$ cat src/rtl/icm_get_proc_thread_1.sv
// ICM get path front stage: takes a get request, looks up each entry's host
// page in the mapping table and pushes one packed record per entry to the ReqFIFO.
module icm_get_proc_thread_1 #(
    parameter int ICM_ADDR_WIDTH      = 64,
    parameter int PHYSICAL_ADDR_WIDTH = 48,
    parameter int ICM_PAGE_NUM        = 8192,
    parameter int ICM_PAGE_NUM_LOG    = 13,
    parameter int ICM_SLOT_SIZE       = 32,
    parameter int COUNT_MAX           = 2,
    parameter int COUNT_MAX_LOG       = 2,
    parameter int REQ_TAG_WIDTH       = 5,
    parameter int HEAD_WIDTH          = 2*COUNT_MAX_LOG + REQ_TAG_WIDTH + PHYSICAL_ADDR_WIDTH + ICM_ADDR_WIDTH
) (
    input  logic                              clk,
    input  logic                              rst,
    input  logic                              get_req_valid,
    input  logic [COUNT_MAX_LOG-1:0]          get_req_count,
    input  logic [REQ_TAG_WIDTH-1:0]          get_req_tag,
    input  logic [ICM_ADDR_WIDTH-1:0]         get_req_icm_addr,
    output logic                              get_req_ready,
    output logic                              page_tbl_rd_en,
    output logic [ICM_PAGE_NUM_LOG-1:0]       page_tbl_rd_addr,
    input  logic [PHYSICAL_ADDR_WIDTH-12:0]   page_tbl_rd_dout,
    output logic                              req_fifo_wr_en,
    output logic [HEAD_WIDTH-1:0]             req_fifo_din,
    input  logic                              req_fifo_full,
    output logic                              map_err
);

    // state | meaning
    // IDLE  | ready for a new request
    // RD    | mapping table read strobe for the current entry
    // WAIT  | table data returning; build record or abort on unmapped page
    // PUSH  | record presented to the ReqFIFO, held while it is full
    typedef enum logic [1:0] {IDLE, RD, WAIT, PUSH} state_t;

    localparam int DOUT_WIDTH = PHYSICAL_ADDR_WIDTH - 11;

    state_t                          state;
    logic [COUNT_MAX_LOG-1:0]        cnt;
    logic [COUNT_MAX_LOG-1:0]        idx;
    logic [REQ_TAG_WIDTH-1:0]        tag;
    logic [ICM_ADDR_WIDTH-1:0]       addr;
    logic                            ready_q;
    logic                            rd_en_q;
    logic [ICM_PAGE_NUM_LOG-1:0]     rd_addr_q;
    logic                            map_err_q;
    logic [HEAD_WIDTH-1:0]           din_q;

    logic [COUNT_MAX_LOG-1:0]        count_clamped;
    logic [ICM_ADDR_WIDTH-1:0]       next_addr;
    logic [COUNT_MAX_LOG-1:0]        next_idx;
    logic                            page_valid;
    logic [DOUT_WIDTH-2:0]           page_base;

    // A zero count still means one entry; anything above COUNT_MAX saturates.
    always_comb begin
        count_clamped = get_req_count;
        if (get_req_count == '0)
            count_clamped = COUNT_MAX_LOG'(1);
        else if (get_req_count > COUNT_MAX_LOG'(COUNT_MAX))
            count_clamped = COUNT_MAX_LOG'(COUNT_MAX);
    end

    assign next_addr  = addr + ICM_ADDR_WIDTH'(ICM_SLOT_SIZE);
    assign next_idx   = idx + COUNT_MAX_LOG'(1);
    assign page_valid = page_tbl_rd_dout[DOUT_WIDTH-1];
    assign page_base  = page_tbl_rd_dout[DOUT_WIDTH-2:0];

    // Push is gated combinationally so it can never coincide with full.
    assign req_fifo_wr_en   = (state == PUSH) && !req_fifo_full;
    assign get_req_ready    = ready_q;
    assign page_tbl_rd_en   = rd_en_q;
    assign page_tbl_rd_addr = rd_addr_q;
    assign map_err          = map_err_q;
    assign req_fifo_din     = din_q;

    always_ff @(posedge clk or posedge rst) begin
        if (rst) begin
            state     <= IDLE;
            cnt       <= '0;
            idx       <= '0;
            tag       <= '0;
            addr      <= '0;
            ready_q   <= 1'b0;
            rd_en_q   <= 1'b0;
            rd_addr_q <= '0;
            map_err_q <= 1'b0;
            din_q     <= '0;
        end else begin
            rd_en_q   <= 1'b0;
            map_err_q <= 1'b0;
            unique case (state)
                IDLE: begin
                    if (!ready_q) begin
                        ready_q <= 1'b1;
                    end else if (get_req_valid) begin
                        ready_q   <= 1'b0;
                        cnt       <= count_clamped;
                        idx       <= '0;
                        tag       <= get_req_tag;
                        addr      <= get_req_icm_addr;
                        rd_en_q   <= 1'b1;
                        rd_addr_q <= get_req_icm_addr[12+ICM_PAGE_NUM_LOG-1:12];
                        state     <= RD;
                    end
                end
                RD: begin
                    state <= WAIT;
                end
                WAIT: begin
                    if (page_valid) begin
                        din_q <= {cnt, idx, tag, page_base, addr[11:0], addr};
                        state <= PUSH;
                    end else begin
                        map_err_q <= 1'b1;
                        ready_q   <= 1'b1;
                        state     <= IDLE;
                    end
                end
                PUSH: begin
                    if (!req_fifo_full) begin
                        if (next_idx < cnt) begin
                            addr      <= next_addr;
                            idx       <= next_idx;
                            rd_en_q   <= 1'b1;
                            rd_addr_q <= next_addr[12+ICM_PAGE_NUM_LOG-1:12];
                            state     <= RD;
                        end else begin
                            ready_q <= 1'b1;
                            state   <= IDLE;
                        end
                    end
                end
                default: state <= IDLE;
            endcase
        end
    end

endmodule

$ cat config.mk
export PLATFORM = sky130hd
export DESIGN_NAME = icm_get_proc_thread_1
export DESIGN_NICKNAME = d
export VERILOG_FILES = /design/src/rtl/icm_get_proc_thread_1.sv
export SDC_FILE = /design/constraint.sdc
export NUM_CORES = 1
export LEC_CHECK = 0
export ABC_AREA = 1
export ABC_CLOCK_PERIOD_IN_PS = 6200
export CAP_MARGIN = 15
export CORE_ASPECT_RATIO = 0.9
export CORE_MARGIN = 2
export CORE_UTILIZATION = 44
export CTS_BUF_LIST = sky130_fd_sc_hd__clkbuf_4 sky130_fd_sc_hd__clkbuf_8
export DETAILED_ROUTE_END_ITERATION = 6
export PLACE_DENSITY = 0.82
export REMOVE_ABC_BUFFERS = 1
export SLEW_MARGIN = 25
export SYNTH_ARGS = -nofsm -noshare
export SYNTH_HDL_FRONTEND = slang
export SYNTH_SLANG_ARGS = --single-unit
$ cat constraint.sdc
create_clock -name clk -period 6.2 [get_ports clk]
set_input_delay 0.93 -clock clk [delete_from_list [all_inputs] [get_ports clk]]
set_output_delay 0.93 -clock clk [all_outputs]
set_load 0.005 [all_outputs]
## After elaboration in Yosys (flattened, before gate mapping)

Cells that the tools add are included.

| word-level totals | value |
|---|---|
| flip-flop bits (word level) | 212 |
| latch bits | 0 |
| memory bits (writable) | 0 |
| ROM bits | 0 |
| input bits | 112 |
| output and inout bits | 138 |
| logic and storage cells | 70 |
| memories kept | 0 |

| cells by class | value |
|---|---|
| add/subtract/negate cells | 2 |
| $mul | 0 |
| divide/modulo/power cells | 0 |
| $lt $le $gt $ge | 2 |
| equal/unequal tests | 9 |
| shift-type cells | 0 |
| mux-type cells | 36 |
| bitwise operators | 0 |
| reduce and logical (&&, ||, !) cells | 11 |

Operators with widths:

| kind | number |
|---|---|
| 64-bit 2-to-1 mux | 4 |
| 64-bit one-hot mux with 2 select lines | 1 |
| 64-bit by 6-bit adder with 64-bit output, second input constant | 1 |
| 13-bit 2-to-1 mux | 4 |
| 13-bit one-hot mux with 2 select lines | 1 |
| 2-bit 2-to-1 mux | 10 |
| 1-bit 2-to-1 mux | 12 |
| 2-bit != test, second input constant | 5 |
| 2-bit one-hot mux with 4 select lines | 1 |
| 3-bit AND reduction | 2 |
| 5-bit AND reduction | 1 |
| 2-bit equality test, second input constant | 2 |
| 2-bit zero test | 2 |
| 2-bit one-hot mux with 2 select lines | 1 |
| 4-bit AND reduction | 1 |
| 1-bit one-hot mux with 3 select lines | 1 |
| 3-bit nonzero test | 1 |
| 2-bit by 1-bit adder with 2-bit output, second input constant | 1 |
| 2-bit by 1-bit equality test with 1-bit output, second input constant | 1 |
| 2-bit greater-than comparator, second input constant | 1 |
| 2-bit < comparator | 1 |
| 2-bit by 1-bit != test with 1-bit output, second input constant | 1 |
| 1-bit one-hot mux with 2 select lines | 1 |
| 2-bit AND reduction | 1 |
| 3 further kinds | 3 |

## Depth between registers and ports, before layout

Gate-level depths: netlist of run 1.

| logic depth | value |
|---|---|
| word-level depth | 5 |
| depth in mapped cells | 12 |

## Worst setup path before layout of run 1

No wires, ideal clock.

| timing path | value |
|---|---|
| kind | flip-flop to output port |
| start | reg state[1] |
| end | out req_fifo_wr_en |
| arrival | 1076 ps |
| path slack | 4194 ps |
| stages on the path, launching flop included | 5 |
| cells stage by stage | dfrtp_1 ha_1 inv_1 clkbuf_1 nor2_1 |

| between the ends | value |
|---|---|
| longest elaborated chain between the ends | 2 |

RTL lines:

| what | RTL line | source |
|---|---|---|
| start, declared | 39 | `state_t state;` |
| start signal, assigned | 80 | `state <= IDLE;` |
| start signal, assigned | 105 | `state <= RD;` |
| start signal, assigned | 109 | `state <= WAIT;` |
| 2-bit equality test | 71 | `assign req_fifo_wr_en = (state == PUSH) && !req_fifo_full;` |
| 1-bit logical AND | 71 |  |
| end, declared | 24 | `output logic req_fifo_wr_en,` |

Every way passes these cells.

## Final worst setup path of run 1

Same ends and word-level chain as after synthesis.

==> qor.csv, run 1 <==
metric;value;unit
result of the run;finished, final reports clean;
post-synthesis average cell area;7.20;um^2
Netlist Area Pre-Place;9740;um^2
cell accounting for the most synthesized area;sky130_fd_sc_hd__dfrtp_1;
starting density of the core;44.9;%
cell types occupying the most area after synthesis;sky130_fd_sc_hd__dfrtp_1 48%, sky130_fd_sc_hd__nand2_1 19%, sky130_fd_sc_hd__nor2_1 6.8%;
total routing usage reported by global routing;25.3;%
number of synthesized flops with an enable pin;0;
final number of max-transition violations;0;
setup repair after global routing missed its margin;no;
DIE HEIGHT;145;um
Resize count post-CTS;0;
main combinational cell family by area after synthesis;simple AND/OR/NAND/NOR gates;
LEAKAGE;5.90;nW
final net count;1671;
Critical Path Source;state[1];
total of endpoints with negative setup slack in the final report;0;
synthesized-area fraction occupied by ao, oa, aoi and oai cells;9.51;%
post-layout min period;3.51;ns
hold crit path type;flip-flop to flip-flop;
arrival time of the worst setup path;2.58;ns
GR met2 Demand/Resource;40.6;%
Antenna Nets Post-Route;0;
clock latency on the worst-skew pair;0.50;ns
share of synthesized cell area in and, or, nand and nor gates;32.1;%
Sequential Area;4680;um^2
number of antenna violations at the first check in global routing;1;
Overflow after GRT;0;
number of clock buffers inserted by TritonCTS;17;
Register-to-Register Setup Slack;3.12;ns
share of final-layout standard cells stronger than drive strength 1;4.35;%
initial drt markers;785;
xor/xnor share of the synthesized area;0.629;%
cell count after synthesis;1354;
count of distinct cell types in the synthesized netlist;32;
synth warn;0;
largest fanout on the critical path;47;
portion of the clock cycle consumed by the worst path in the final layout;56.5;%
TritonCTS clock tree;built;
via count of the first global-routing pass;8906;
half-perimeter wire length after placement;21400;um
number of iterations in the first detailed-routing pass;6;
source of the worst register-to-register timing path;idx[0];
library cell with the highest instance count after synthesis;sky130_fd_sc_hd__nand2_1;
multiplexer share of the synthesized area;0;%
number of hold-repair buffers added at the cts stage;0;
area added between synthesis and finish;30.2;%
hold violation count in the final report;0;
chip width;161;um
peak-usage layer in the global routing report;met2;
clock-pin slew of the registers on the worst-case setup and hold paths;0.12;ns
most used standard cells in the synthesized netlist;500 x sky130_fd_sc_hd__nand2_1, 187 x sky130_fd_sc_hd__dfrtp_1, 176 x sky130_fd_sc_hd__nor2_1;
Final Routed Wirelength;29600;um
worst reg-to-reg path cell count;11;
Synth Flop Type;sky130_fd_sc_hd__dfrtp_1;
Clock Path Buffers;2;
Crit path required time;5.27;ns
met3 track demand over resource in global routing;4.55;%
sequential cell area fraction in the yosys report;48.0;%
Die ar.;23400;um^2
portion of synthesized cell area occupied by the leading cell type;48.0;%
element type at the critical path end;output pin;
path type of the worst setup path;flip-flop to output pin;
wire length of the first global-routing pass;46800;um
Final Wtd Congestion;0.931;
Post-CTS Setup Repair Bufs;0;
number of vias per cell after detailed routing;5.03;
count of port buffers added during placement;248;
setup clock skew after layout;0.0264;ns
average routed wire per standard cell;16.0;um
share of async-settable or async-resettable flops after synthesis;100;%
Residual DRC;0;
pin count of the biggest net entering global routing;141;
sort of element at the start of the critical path;flip-flop;
terminus of the critical flop-to-flop path;page_tbl_rd_addr[4];
remaining max-slew budget at the tightest pin;31.3;%
number of synthesized register bits;187;
ports placed on the boundary;250;
number of placement rows;51;
timing endpoint of the critical path;req_fifo_wr_en;
highest achievable clock rate;0.285;GHz
areal power density over the cells;473;nW/um^2
area of the multi-input gates;4230;um^2
sink count of the clock tree;187;
slew of the pin with the lowest slew margin;1.03;ns
Final Util;58.5;%
global-route met1 utilization;35.3;%
peak supply drop;0.239;mV
Clock Root Buffer;sky130_fd_sc_hd__clkbuf_8;
area of the core;21700;um^2
total of max-cap violations;0;
Total Neg Setup Slack;0;ns
layout filler cell count;2007;
overall via count from detail_route;9336;
H-tree levels;4;
synthesized-area fraction occupied by adder cells;0.899;%
## worst max-delay path, stage by stage, from the launching register on
cell                              delay, ns
sky130_fd_sc_hd__dfrtp_1               0.45
sky130_fd_sc_hd__ha_4                  0.48
sky130_fd_sc_hd__inv_1                 0.11
sky130_fd_sc_hd__buf_4                 0.32
sky130_fd_sc_hd__nor2_1                0.19
sky130_fd_sc_hd__clkdlybuf4s50_1       0.54
## per-layer routing
| metal | share of wire [%] | vias up |
|---|---|---|
| met4 | 1.6 | 0 |
| li1 | - | 4607 |
| met2 | 46 | 340 |
| met1 | 46 | 4353 |
| met3 | 6.3 | 36 |
| met5 | 0 | - |
## final cells by class
cell class	count	area share, %
Sequential cell	187	36.9
Multi-Input combinational cell	971	33.3
Timing Repair Buffer	253	19.9
Inverter	122	3.71
Tap cell	291	2.87
Clock buffer	17	1.84
Clock inverter	15	1.49
Antenna cell	1	0.0197
## logic make-up (layout without fill, tap and decap cells)
logic type	after synthesis	after routing
xor+xnor	7	7
other cells	0	1
buf+inv	196	407
compound gates	177	177
flops	187	187
simple gates	780	780
fa+ha+maj	7	7
## where the power goes
part | switching, mW | total, mW | internal [mW] | leakage, nW
logic | 1.51 | 2.84 | 1.33 | 3.36
registers | 0.497 | 2.30 | 1.80 | 2.33
clock network | 0.546 | 0.860 | 0.315 | 0.205
## state kept, by name, summed over array words and instances (netlist names)
| signal | flops |
|---|---|
| tag | 5 |
| get_req_ready | 1 |
| map_err | 1 |
| idx | 2 |
| page_tbl_rd_addr | 12 |
| req_fifo_din | 109 |
| state | 2 |
| addr | 52 |
| cnt | 2 |
| page_tbl_rd_en | 1 |
## per-stage QoR
step / hold slack [ns] / total power [mW] / area [um^2] / worst slack (ns) / std cells
finish: 0.469 / 6.00 / 12700 / 2.69 / 1857
global route: 0.495 / 6.49 / 12700 / 2.52 / 1857
CTS: 0.474 / 6.03 / 12700 / 2.67 / 1856
detailed placement: 0.452 / 5.16 / 12300 / 2.69 / 1824
global placement: 0.446 / 5.05 / 12300 / 2.76 / 1824
floorplan: 0.442 / 3.69 / 9350 / 0.185 / 1280
## placed cells by master (no fill, tap or decap), types with 3 or more instances in the layout
master and instances:
sky130_fd_sc_hd__nand2_1 499, sky130_fd_sc_hd__clkdlybuf4s50_1 248, sky130_fd_sc_hd__dfrtp_1 187, sky130_fd_sc_hd__nor2_1 176
sky130_fd_sc_hd__inv_1 117, sky130_fd_sc_hd__o21ai_0 88, sky130_fd_sc_hd__nand3_1 68, sky130_fd_sc_hd__o21ai_1 48
sky130_fd_sc_hd__a21oi_1 21, sky130_fd_sc_hd__clkbuf_8 17, sky130_fd_sc_hd__nand2_2 10, sky130_fd_sc_hd__o22ai_1 8
sky130_fd_sc_hd__nor2_2 7, sky130_fd_sc_hd__nand4_1 7, sky130_fd_sc_hd__nor2_4 6, sky130_fd_sc_hd__xor2_1 6
sky130_fd_sc_hd__a22oi_1 6, sky130_fd_sc_hd__clkinv_8 6, sky130_fd_sc_hd__ha_1 6, sky130_fd_sc_hd__inv_8 6
sky130_fd_sc_hd__buf_4 5, sky130_fd_sc_hd__inv_2 4, sky130_fd_sc_hd__nor3_1 3
## worst min-delay path by stage
stage                     startpoint  cells past startpoint                 to
after CTS                     tag[2]                      2  req_fifo_din[114]
after global routing          tag[2]                      2  req_fifo_din[114]
after global placement        tag[4]                      2  req_fifo_din[116]
after floorplan               tag[0]                      2  req_fifo_din[112]
after detailed placement      tag[2]                      2  req_fifo_din[114]
final                         tag[2]                      2  req_fifo_din[114]
No activity file was read; power rests on OpenSTA's default activity.
==> inputs of run 2 (changes only) <==
- ABC_CLOCK_PERIOD_IN_PS: 6200 -> 3000
- clock period: 6.2 -> 3 ns (I/O delays scaled with it)
==> run 2 against run 1 <==
Final area rose by 0.60%. Sequential power rose by 110%. Clock skew fell by 0.0085 ns. Register-to-register slack got worse by 2.3 ns. Clock power rose by 98%. Worst hold slack got worse by 0.088 ns. Routed wire length fell by 0.29%. Clock-buffer cell count did not move. Combinational power rose by 110%. Die area did not move. Critical endpoint unchanged. Largest power group unchanged.
==> qor.csv, run 2 (synthesis gave the netlist of run 1 again) <==
metric;value;unit
setup clock skew after layout;0.0179;ns
chip width;161;um
sink count of the clock tree;187;
layout filler cell count;2008;
global-route met1 utilization;36.7;%
pin count of the biggest net entering global routing;171;
area added between synthesis and finish;31.0;%
via count of the first global-routing pass;8957;
arrival time of the worst setup path;1.92;ns
clock-pin slew of the registers on the worst-case setup and hold paths;0.11;ns
combinational share of power;48.0;%
Antenna Nets Post-Route;0;
placement-stage cell area;12400;um^2
switching fraction of total power;42.2;%
total of max-cap violations;0;
most common cell after layout, fill and taps aside;sky130_fd_sc_hd__nand2_1;
worst reg-to-reg path cell count;11;
relative contribution of sequential cells to total power;38.3;%
most frequent cells in the layout;499 x sky130_fd_sc_hd__nand2_1, 248 x sky130_fd_sc_hd__clkdlybuf4s50_1, 187 x sky130_fd_sc_hd__dfrtp_1;
peak-usage layer in the global routing report;met2;
area of the core;21700;um^2
total of endpoints with negative setup slack in the final report;0;
setup slack at placement;0.845;ns
Antenna diodes;0;
number of clock buffers inserted by TritonCTS;17;
final net count;1680;
final worst setup slack;0.631;ns
overall via count from detail_route;9356;
setup repair after global routing missed its margin;no;
portion of the clock cycle consumed by the worst path in the final layout;79.0;%
highest achievable clock rate;0.422;GHz
Crit path required time;2.55;ns
total routing usage reported by global routing;25.6;%
met3 track demand over resource in global routing;4.86;%
clock latency on the worst-skew pair;0.49;ns
path type of the worst setup path;flip-flop to output pin;
initial drt markers;712;
LEAKAGE;5.95;nW
Register-to-Register Setup Slack;0.80;ns
sort of element at the start of the critical path;flip-flop;
Clock Path Buffers;2;
H-tree levels;4;
number of iterations in the first detailed-routing pass;6;
final number of max-transition violations;0;
Residual DRC;0;
Internal Pwr Total;7.16;mW
Resize count post-CTS;0;
flip-flop count of the largest register after layout;109;
GR met2 Demand/Resource;40.3;%
timing endpoint of the critical path;req_fifo_wr_en;
terminus of the critical flop-to-flop path;page_tbl_rd_addr[7];
areal power density over the cells;971;nW/um^2
Final Routed Wirelength;29500;um
Die ar.;23400;um^2
Post-CTS Setup Repair Bufs;0;
remaining max-slew budget at the tightest pin;56.5;%
slew of the pin with the lowest slew margin;0.652;ns
average routed wire per standard cell;15.8;um
Critical Path Source;state[1];
half-perimeter wire length after placement;21900;um
share of final-layout standard cells stronger than drive strength 1;4.89;%
number of antenna violations at the first check in global routing;0;
Clock Root Buffer;sky130_fd_sc_hd__clkbuf_8;
post-layout min period;2.37;ns
wire length of the first global-routing pass;47700;um
hold crit path type;input pin to asynchronous set/reset pin;
element type at the critical path end;output pin;
starting density of the core;44.9;%
count of port buffers added during placement;248;
number of vias per cell after detailed routing;5.02;
number of hold-repair buffers added at the cts stage;0;
Design Area, Final;12800;um^2
Overflow after GRT;0;
DIE HEIGHT;145;um
switching power summed over all nets;5.24;mW
peak supply drop;0.467;mV
TritonCTS clock tree;built;
source of the worst register-to-register timing path;idx[0];
hold violation count in the final report;0;
ports placed on the boundary;250;
number of placement rows;51;
result of the run;finished, final reports clean;
power consumption;12.4;mW
largest fanout on the critical path;5;
clock network fraction of total power;13.8;%
Final Wtd Congestion;0.942;
-- run 2: worst min-delay path by stage --
stage                       from                end  slack, ns  cells past startpoint
after detailed placement  tag[4]  req_fifo_din[116]       0.46                      2
after global placement    tag[4]  req_fifo_din[116]       0.45                      2
after CTS                    rst   req_fifo_din[89]       0.39                      2
after floorplan           tag[0]  req_fifo_din[112]       0.44                      2
final                        rst   req_fifo_din[89]       0.38                      2
after global routing         rst   req_fifo_din[42]       0.41                      2
-- run 2: through the flow --
step	std cells	hold slack [ns]	util [%]	TNS, ns
after global placement	1833	0.448	57.0	0
after global routing	1865	0.412	58.8	0
final	1865	0.381	58.8	0
after CTS	1865	0.392	58.8	0
after detailed placement	1833	0.456	57.0	0
after floorplan	1280	0.442	-	-667.08
-- run 2: final cells by class --
type / count / area (um^2) / share of cell area, %
timing repair buffer: 262 / 2630 / 20.6
sequential: 187 / 4680 / 36.7
clock buffer: 17 / 234 / 1.83
clock inverter: 15 / 168 / 1.31
multi-input combinational: 971 / 4230 / 33.1
tap: 291 / 364 / 2.85
inverter: 122 / 465 / 3.65
-- run 2: metal layers --
layer,up-vias,share of wire (%)
met5,-,0
met3,33,6.6
met2,328,46
met1,4364,46
li1,4631,-
met4,0,1.5
-- run 2: power groups by stage --
stage	clock [mW]	combinational, mW	sequential [mW]
finish	1.70	5.95	4.75
global route	1.84	6.70	4.91
CTS	1.74	6.00	4.74
detailed placement	0	5.96	4.78
global placement	0	5.78	4.73
floorplan	0	3.03	4.60
-- run 2: worst max-delay path, cell delays in order (launching register included) --
cell and delay (ns):
sky130_fd_sc_hd__dfrtp_1 0.46, sky130_fd_sc_hd__ha_4 0.19, sky130_fd_sc_hd__inv_1 0.09, sky130_fd_sc_hd__nor2_1 0.16
sky130_fd_sc_hd__clkdlybuf4s50_1 0.54
==> inputs of run 3 (changes only) <==
- ABC_CLOCK_PERIOD_IN_PS: 3000 -> 2170
- clock period: 3 -> 2.17 ns (I/O delays scaled with it)
==> run 3 against run 2 <==
Worst hold slack got worse by 0.13 ns. Largest cell class unchanged. Final area increased by 2.2%. Largest power group unchanged. Via count increased by 2.3%. Flip-flop and latch count unchanged. Total power increased by 44%. Worst setup slack got worse by 0.53 ns. Critical path type is now flip-flop to flip-flop. Critical path depth increased by 8. Sequential power increased by 38%. Non-clock buffer count increased by 13.
==> qor.csv, run 3 (synthesis gave the netlist of run 1 again) <==
metric;value;unit
total of endpoints with negative setup slack in the final report;0;
post-layout min period;2.07;ns
via count of the first global-routing pass;9158;
relative contribution of sequential cells to total power;36.9;%
switching fraction of total power;41.2;%
worst reg-to-reg path cell count;12;
Critical Path Source;state[1];
DIE HEIGHT;145;um
worst hold-check slack;0.247;ns
Internal Pwr Total;10.5;mW
total of max-cap violations;0;
combinational share of power;49.3;%
overall via count from detail_route;9567;
number of vias per cell after detailed routing;5.09;
hold crit path type;input pin to asynchronous set/reset pin;
starting density of the core;44.9;%
Register-to-Register Setup Slack;0.10;ns
setup clock skew after layout;0.0170;ns
most frequent cells in the layout;498 x sky130_fd_sc_hd__nand2_1, 247 x sky130_fd_sc_hd__clkdlybuf4s50_1, 186 x sky130_fd_sc_hd__dfrtp_1;
Crit path required time;2.55;ns
final net count;1693;
count of port buffers added during placement;248;
placement-stage cell area;12500;um^2
ports placed on the boundary;250;
number of placement rows;51;
final number of max-transition violations;0;
Final Util;60.1;%
Design Area, Final;13000;um^2
path type of the worst setup path;flip-flop to flip-flop;
slew of the pin with the lowest slew margin;0.465;ns
sort of element at the start of the critical path;flip-flop;
Clock Root Buffer;sky130_fd_sc_hd__clkbuf_8;
largest fanout on the critical path;25;
H-tree levels;4;
most common cell after layout, fill and taps aside;sky130_fd_sc_hd__nand2_1;
number of iterations in the first detailed-routing pass;5;
result of the run;finished, final reports clean;
Clock Path Buffers;2;
Residual DRC;0;
Antenna Nets Post-Route;0;
remaining max-slew budget at the tightest pin;69.0;%
highest achievable clock rate;0.484;GHz
cell count after placement;1841;
Final Wtd Congestion;0.979;
Die ar.;23400;um^2
switching power summed over all nets;7.33;mW
share of final-layout standard cells stronger than drive strength 1;5.99;%
initial drt markers;728;
chip width;161;um
terminus of the critical flop-to-flop path;page_tbl_rd_addr[9];
number of clock buffers inserted by TritonCTS;17;
portion of the clock cycle consumed by the worst path in the final layout;95.2;%
wire length of the first global-routing pass;47800;um
average routed wire per standard cell;15.7;um
Overflow after GRT;0;
number of antenna violations at the first check in global routing;1;
clock network fraction of total power;13.9;%
setup slack at placement;0.165;ns
layout filler cell count;1934;
source of the worst register-to-register timing path;state[1];
sink count of the clock tree;187;
final non-filler cell total;1879;
flip-flop count of the largest register after layout;109;
element type at the critical path end;flip-flop;
areal power density over the cells;1370;nW/um^2
total routing usage reported by global routing;25.6;%
clock latency on the worst-skew pair;0.48;ns
power consumption;17.8;mW
arrival time of the worst setup path;2.45;ns
LEAKAGE;6.09;nW
Final Routed Wirelength;29600;um
setup repair after global routing missed its margin;yes;
peak supply drop;0.642;mV
pin count of the biggest net entering global routing;93;
area added between synthesis and finish;33.8;%
timing endpoint of the critical path;page_tbl_rd_addr[9];
final worst setup slack;0.103;ns
Total Neg Setup Slack;0;ns
hold violation count in the final report;0;
half-perimeter wire length after placement;22000;um
clock-pin slew of the registers on the worst-case setup and hold paths;0.11;ns
number of hold-repair buffers added at the cts stage;0;
TritonCTS clock tree;built;
area of the core;21700;um^2
run 3: cell count changes in the layout (fill, tap and decap cells not counted), moves of 2 or more:
cell / delta
sky130_fd_sc_hd__buf_12: +8
sky130_fd_sc_hd__buf_4: +3
sky130_fd_sc_hd__clkinvlp_4: +2
sky130_fd_sc_hd__inv_8: +2
sky130_fd_sc_hd__inv_6: -6
run 3: layout make-up:
type,count,area (um^2),share of cell area [%]
Sequential cell,187,4680,35.9
Clock inverter,14,175,1.34
Tap cell,291,364,2.79
Inverter,122,465,3.57
Antenna cell,1,2.50,0.0192
Multi-Input combinational cell,971,4240,32.5
Timing Repair Buffer,275,2860,22.0
Clock buffer,18,248,1.90
run 3: how the worst min path moves through the flow:
| stage | end | slack [ns] | cells after the start |
|---|---|---|---|
| after floorplan | map_err | 0.39 | 1 |
| after global placement | req_fifo_din[116] | 0.45 | 2 |
| after detailed placement | req_fifo_din[116] | 0.46 | 2 |
| after CTS | req_fifo_din[97] | 0.24 | 2 |
| after global routing | req_fifo_din[97] | 0.26 | 2 |
| final | req_fifo_din[89] | 0.25 | 2 |
run 3: per-layer routing:
metal / wire, um / GRT usage (%) / vias to the layer above
met5: 0 / 0 / -
met4: 649 / 7.63 / 0
met3: 1980 / 4.20 / 45
met2: 13500 / 40.2 / 376
met1: 13500 / 36.5 / 4493
li1: - / - / 4653
run 3: what timing repair did:
item,in CTS,in global routing
gates resized for setup,1,6
cloned,0,1
endpoints found under the hold margin,0,0
pin swaps,0,1
setup buffers,2,2
endpoints found under the setup margin,1,41
run 3: power by group through the flow:
stage / logic [mW] / registers, mW / clock network, mW
2_1_floorplan: 4.19 / 6.36 / 0
3_3_place_gp: 8.29 / 6.54 / 0
3_5_place_dp: 8.54 / 6.60 / 0
4_1_cts: 8.63 / 6.54 / 2.53
5_1_grt: 9.83 / 6.76 / 2.68
6_report: 8.77 / 6.56 / 2.47
run 3: worst max-delay path, stage by stage, from the launching register on:
cell	delay, ns
sky130_fd_sc_hd__dfrtp_2	0.44
sky130_fd_sc_hd__buf_4	0.15
sky130_fd_sc_hd__inv_1	0.10
sky130_fd_sc_hd__ha_2	0.23
sky130_fd_sc_hd__nand2_1	0.06
sky130_fd_sc_hd__nand2_1	0.13
sky130_fd_sc_hd__inv_1	0.09
sky130_fd_sc_hd__nand2_2	0.13
sky130_fd_sc_hd__buf_12	0.18
sky130_fd_sc_hd__buf_12	0.18
sky130_fd_sc_hd__nor2_1	0.06
sky130_fd_sc_hd__a21oi_1	0.16
sky130_fd_sc_hd__inv_1	0.06
